**config.mk**
```make
export PLATFORM = sky130hd
export DESIGN_NAME = bit_stuff
export DESIGN_NICKNAME = d
export VERILOG_FILES = /design/src/rtl/bit_stuff_pkg.sv /design/src/rtl/bit_stuff.sv
export SDC_FILE = /design/constraint.sdc
export NUM_CORES = 1
export LEC_CHECK = 0
export CORE_AREA = 2 2 39 41
export CTS_CLUSTER_DIAMETER = 200
export CTS_CLUSTER_SIZE = 10
export DETAILED_ROUTE_END_ITERATION = 8
export DIE_AREA = 0 0 41 43
export PLACE_DENSITY = 0.44
export SYNTH_ARGS = -nofsm -noshare
export SYNTH_HDL_FRONTEND = slang
export SYNTH_SLANG_ARGS = --single-unit
export TNS_END_PERCENT = 50
```
**constraint.sdc**
```tcl
create_clock -name gclk -period 1.9 [get_ports gclk]
set_clock_uncertainty 0.1 [all_clocks]
set_input_delay 0.19 -clock gclk [delete_from_list [all_inputs] [get_ports gclk]]
set_output_delay 0.19 -clock gclk [all_outputs]
set_load 0.02 [all_outputs]
```
**src/rtl/bit_stuff_pkg.sv**
```systemverilog
// Shared USB transmit-path constants.
package bit_stuff_pkg;

    localparam int unsigned USB_MAX_ONES = 6;

endpackage

```
**src/rtl/bit_stuff.sv**
```systemverilog
// USB transmit bit stuffer: selects the serial source bit and inserts a 0
// after MAX_ONES consecutive 1s, stalling upstream shifters for that cycle.
module bit_stuff
    import bit_stuff_pkg::*;
#(
    parameter int unsigned MAX_ONES = USB_MAX_ONES
) (
    input  logic gclk,
    input  logic reset_l,
    input  logic start_bit_stuff,
    input  logic stuff_din,
    input  logic shift_tx_crc5,
    input  logic shift_tx_crc16,
    input  logic tx_crc5_out,
    input  logic tx_crc16_out,
    input  logic cs1_l,
    output logic halt_tx_shift,
    output logic stuff_dout,
    output logic start_txd
);

    localparam int unsigned CNT_W = $clog2(MAX_ONES + 1);

    logic [CNT_W-1:0] ones_cnt;
    logic             sel_bit;
    logic             at_max;

    // CRC5 has priority over CRC16, which has priority over packet data.
    always_comb begin
        sel_bit = stuff_din;
        if (shift_tx_crc5) begin
            sel_bit = tx_crc5_out;
        end else if (shift_tx_crc16) begin
            sel_bit = tx_crc16_out;
        end
    end

    assign at_max        = (ones_cnt == CNT_W'(MAX_ONES));
    assign halt_tx_shift = start_bit_stuff & cs1_l & at_max;

    // The run count spans every source so stuffing covers the whole packet.
    always_ff @(posedge gclk or negedge reset_l) begin
        if (!reset_l) begin
            ones_cnt   <= '0;
            stuff_dout <= 1'b0;
            start_txd  <= 1'b0;
        end else if (!cs1_l || !start_bit_stuff) begin
            ones_cnt   <= '0;
            stuff_dout <= 1'b0;
            start_txd  <= 1'b0;
        end else if (at_max) begin
            ones_cnt   <= '0;
            stuff_dout <= 1'b0;
            start_txd  <= 1'b1;
        end else begin
            ones_cnt   <= sel_bit ? ones_cnt + CNT_W'(1) : '0;
            stuff_dout <= sel_bit;
            start_txd  <= 1'b1;
        end
    end

endmodule

```
==> flow_results.xml <==
<?xml version="1.0" encoding="UTF-8"?>
<metrics>
  <group name="global_route">
    <metric name="track_usage" unit="%">7.778</metric>
    <metric name="first_global_vias" unit="">230</metric>
    <metric name="maximum_number_of_pins_on_one_net_before_global_route_repair" unit="">6</metric>
    <metric name="grt_pass1_wl" unit="um">828</metric>
    <metric name="antenna_found_initial" unit="">0</metric>
    <metric name="grt_overflow" unit="">0</metric>
  </group>
  <group name="route">
    <metric name="remaining_drc_errors" unit="">0</metric>
    <metric name="vias" unit="">188</metric>
    <metric name="detailedRoute.firstIterationViolations" unit="">0</metric>
    <metric name="postRouteAntennaNets" unit="">0</metric>
    <metric name="routed_wl" unit="um">532</metric>
    <metric name="via_per_inst" unit="">3.686</metric>
    <metric name="first_pass_iters" unit="">1</metric>
    <metric name="post_drt_wl_per_cell" unit="um">10.43</metric>
  </group>
  <group name="floorplanning">
    <metric name="placementRows" unit="">14</metric>
    <metric name="number_of_ports_placed_on_the_die_boundary" unit="">12</metric>
    <metric name="die_w" unit="um">41</metric>
    <metric name="floorplan.initialDensity" unit="%">17.63</metric>
    <metric name="area_of_the_die" unit="um^2">1763</metric>
    <metric name="chipHeight" unit="um">43</metric>
    <metric name="design.core.area" unit="um^2">1384</metric>
  </group>
  <group name="setup_path">
    <metric name="crit_required" unit="ns">1.61</metric>
    <metric name="wp_data_arrival" unit="ns">1.20</metric>
    <metric name="timing.critical_path.to_type" unit="">primary output</metric>
    <metric name="critPathLaunchType" unit="">flip-flop</metric>
    <metric name="crit_fanout" unit="">3</metric>
    <metric name="worstPathCellList" unit="">inv_1, ha_1, and3_1, dlymetal6s2s_1</metric>
    <metric name="worst-setup-path-type" unit="">flip-flop to primary output</metric>
    <metric name="critPathTopFamily" unit="">flip-flops</metric>
    <metric name="worst-path-buf-inv" unit="">2</metric>
    <metric name="cp_slowest_stage_delay" unit="ns">0.39</metric>
    <metric name="timing.critical_path.slowest_stage_cell" unit="">sky130_fd_sc_hd__dfrtp_1</metric>
  </group>
  <group name="sta">
    <metric name="slew_violations" unit="">0</metric>
    <metric name="timing.final.crit_period" unit="ns">1.490</metric>
    <metric name="achievable_frequency" unit="MHz">671.2</metric>
    <metric name="fin_tns_setup" unit="ns">0</metric>
    <metric name="timing.slew.headroom" unit="%">84.44</metric>
    <metric name="hold_violations" unit="">0</metric>
    <metric name="setup_viol" unit="">0</metric>
    <metric name="rsz0062_at_grt" unit="">false</metric>
    <metric name="timing_worst_slew_pin_value" unit="ns">0.2330</metric>
    <metric name="timing.final.crit_share" unit="%">78.41</metric>
  </group>
  <group name="finish">
    <metric name="layout-drive-gt1-share" unit="%">20.00</metric>
    <metric name="antenna_cells_inserted" unit="">0</metric>
    <metric name="area_grow_syn2layout" unit="%">68.21</metric>
    <metric name="layout.core_utilization" unit="%">29.66</metric>
    <metric name="final_nets" unit="">47</metric>
    <metric name="post_layout_nonfiller_instances" unit="">51</metric>
  </group>
  <group name="clock_network">
    <metric name="htreeDepth" unit="">1</metric>
    <metric name="cts-root-buf" unit="">sky130_fd_sc_hd__clkbuf_4</metric>
    <metric name="cts-root-to-sink-buffers" unit="">2</metric>
    <metric name="worst_skew_pair.late_latency" unit="ns">0.24</metric>
    <metric name="cts_buffers" unit="">3</metric>
    <metric name="cts.clk_slew.worst_paths" unit="ns">0.05</metric>
    <metric name="postCtsSetupRepairBufs" unit="">0</metric>
    <metric name="clock_tree_from_tritoncts" unit="">done</metric>
    <metric name="cts_sinks" unit="">5</metric>
  </group>
  <group name="power">
    <metric name="vdd_drop_max" unit="uV">362.2</metric>
    <metric name="design_power_total" unit="mW">0.2751</metric>
    <metric name="pwr_density_cell" unit="nW/um^2">670.3</metric>
    <metric name="leakage_power_summed_over_all_cells" unit="nW">0.2041</metric>
  </group>
  <group name="synthesis">
    <metric name="ys_types" unit="">12</metric>
    <metric name="synthDominantAreaCellType" unit="">sky130_fd_sc_hd__dfrtp_1</metric>
    <metric name="syn_area" unit="um^2">244.0</metric>
    <metric name="synth_top_cell_area_share" unit="%">51.28</metric>
    <metric name="synth-seq-area-share" unit="%">51.28</metric>
    <metric name="synth.ff_latch_count" unit="">5</metric>
    <metric name="ys_top_cells_by_area" unit="">sky130_fd_sc_hd__dfrtp_1 (51%), sky130_fd_sc_hd__o2111ai_4 (11%), sky130_fd_sc_hd__ha_1 (10%), sky130_fd_sc_hd__mux2_4 (6.2%), sky130_fd_sc_hd__xnor2_1 (3.6%)</metric>
    <metric name="mapped_cells" unit="">19</metric>
    <metric name="yosys_warning_total" unit="">0</metric>
    <metric name="syn-mean-instance-area" unit="um^2">12.84</metric>
    <metric name="postSynthNetCount" unit="">30</metric>
  </group>
  <group name="placed_design">
    <metric name="placedCellCount" unit="">47</metric>
    <metric name="place.gp.congestion" unit="">0.5919</metric>
    <metric name="dpl.hpwl" unit="um">417.6</metric>
    <metric name="place.port_buffers" unit="">11</metric>
  </group>
  <group name="worst_hold_path">
    <metric name="timing.hold.worst.class" unit="">input pin to async pin</metric>
  </group>
  <group name="outcome">
    <metric name="run_status" unit="">finished, final reports clean</metric>
  </group>
  <group name="flow_run">
    <metric name="max-cap-violations" unit="">0</metric>
  </group>
</metrics>
## cells in the mapped netlist
cell type,number
sky130_fd_sc_hd__dfrtp_1,5
sky130_fd_sc_hd__ha_1,2
sky130_fd_sc_hd__inv_1,2
sky130_fd_sc_hd__nor2_1,2
sky130_fd_sc_hd__and2_1,1
sky130_fd_sc_hd__and3_1,1
sky130_fd_sc_hd__mux2_4,1
sky130_fd_sc_hd__nand2_1,1
sky130_fd_sc_hd__nand2b_1,1
sky130_fd_sc_hd__nor2_2,1
sky130_fd_sc_hd__o2111ai_4,1
sky130_fd_sc_hd__xnor2_1,1
## cell usage in the layout (no fill, tap or decap)
master                             n
sky130_fd_sc_hd__dfrtp_1           5
sky130_fd_sc_hd__dlymetal6s2s_1    1
sky130_fd_sc_hd__nand2b_1          1
sky130_fd_sc_hd__inv_1             2
sky130_fd_sc_hd__and2_1            1
sky130_fd_sc_hd__and3_1            1
sky130_fd_sc_hd__mux2_4            1
sky130_fd_sc_hd__o2111ai_4         1
sky130_fd_sc_hd__ha_1              2
sky130_fd_sc_hd__nand2_1           1
sky130_fd_sc_hd__nor2_2            1
sky130_fd_sc_hd__clkdlybuf4s50_1  10
sky130_fd_sc_hd__nor2_1            2
sky130_fd_sc_hd__clkbuf_4          3
sky130_fd_sc_hd__buf_4             1
sky130_fd_sc_hd__xnor2_1           1
sky130_fd_sc_hd__clkbuf_1          1
## power breakdown
part           switching, mW  total (mW)  internal (mW)
combinational         0.0151      0.0407         0.0257
sequential           0.00178       0.112          0.110
clock                 0.0428       0.122         0.0794
total                 0.0596       0.275          0.215
## layout make-up
cell class	count	area [um^2]
fillers	144	973.4
flip-flops and latches	5	125.1
repair buffers	12	120.1
multi-input cells	12	111.4
clock buffers	4	26.28
well taps	16	20.02
inverters	2	7.507
## stage by stage
| stage | worst slack, ns | cell area, um^2 | hold slack [ns] |
|---|---|---|---|
| 2_1_floorplan | 0.7917 | 244.0 | -0.2056 |
| 3_3_place_gp | 0.09025 | 381.6 | 0.3264 |
| 3_5_place_dp | 0.04523 | 381.6 | 0.3341 |
| 4_1_cts | 0.005655 | 407.9 | 0.06532 |
| 5_1_grt | 0.3273 | 410.4 | 0.07211 |
| 6_report | 0.4101 | 410.4 | 0.06932 |
## cell families after synthesis
family	after synthesis	synth area share [%]
AO/OA/AOI/OAI	1	10.77
AND/OR/NAND/NOR	7	14.88
XOR/XNOR	1	3.590
flip-flops	5	51.28
multiplexers	1	6.152
buffers and inverters	2	3.078
adder cells (fa/ha/maj)	2	10.25
## registers in the layout, summed over array words and instances (netlist names)
signal and count:
start_txd 1, stuff_dout 1, ones_cnt 3
## repair_timing
item,4_1_cts,5_1_grt
resized for setup,0,1
setup endpoints to repair,0,1
hold buffers,0,0
## layer usage
metal	GRT usage [%]	up-vias	wire, um
met5	0	-	0
met4	8.000	0	6
met3	5.236	2	84
met2	10.63	12	222
met1	6.885	82	218
li1	-	92	-
## path summary, 6_finish.rpt
check                                  from  cells after the start             to  slack (ns)
max in group asynchronous           reset_l                      1    ones_cnt[0]        1.43
worst min register to register  ones_cnt[0]                      1    ones_cnt[0]        0.36
worst min-delay path                reset_l                      1      start_txd        0.07
worst max-delay path            ones_cnt[0]                      4  halt_tx_shift        0.41
min in group gclk               ones_cnt[0]                      1    ones_cnt[0]        0.36
worst max register to register  ones_cnt[0]                      5    ones_cnt[2]        0.74
## worst reg2reg max path: stages, from the launching register on
cell and delay (ns):
sky130_fd_sc_hd__dfrtp_1 0.37, sky130_fd_sc_hd__inv_1 0.06, sky130_fd_sc_hd__ha_1 0.20, sky130_fd_sc_hd__nand2_1 0.10, sky130_fd_sc_hd__o2111ai_4 0.16, sky130_fd_sc_hd__nor2_2 0.13
Note: power is estimated with default switching activity, not from simulation.
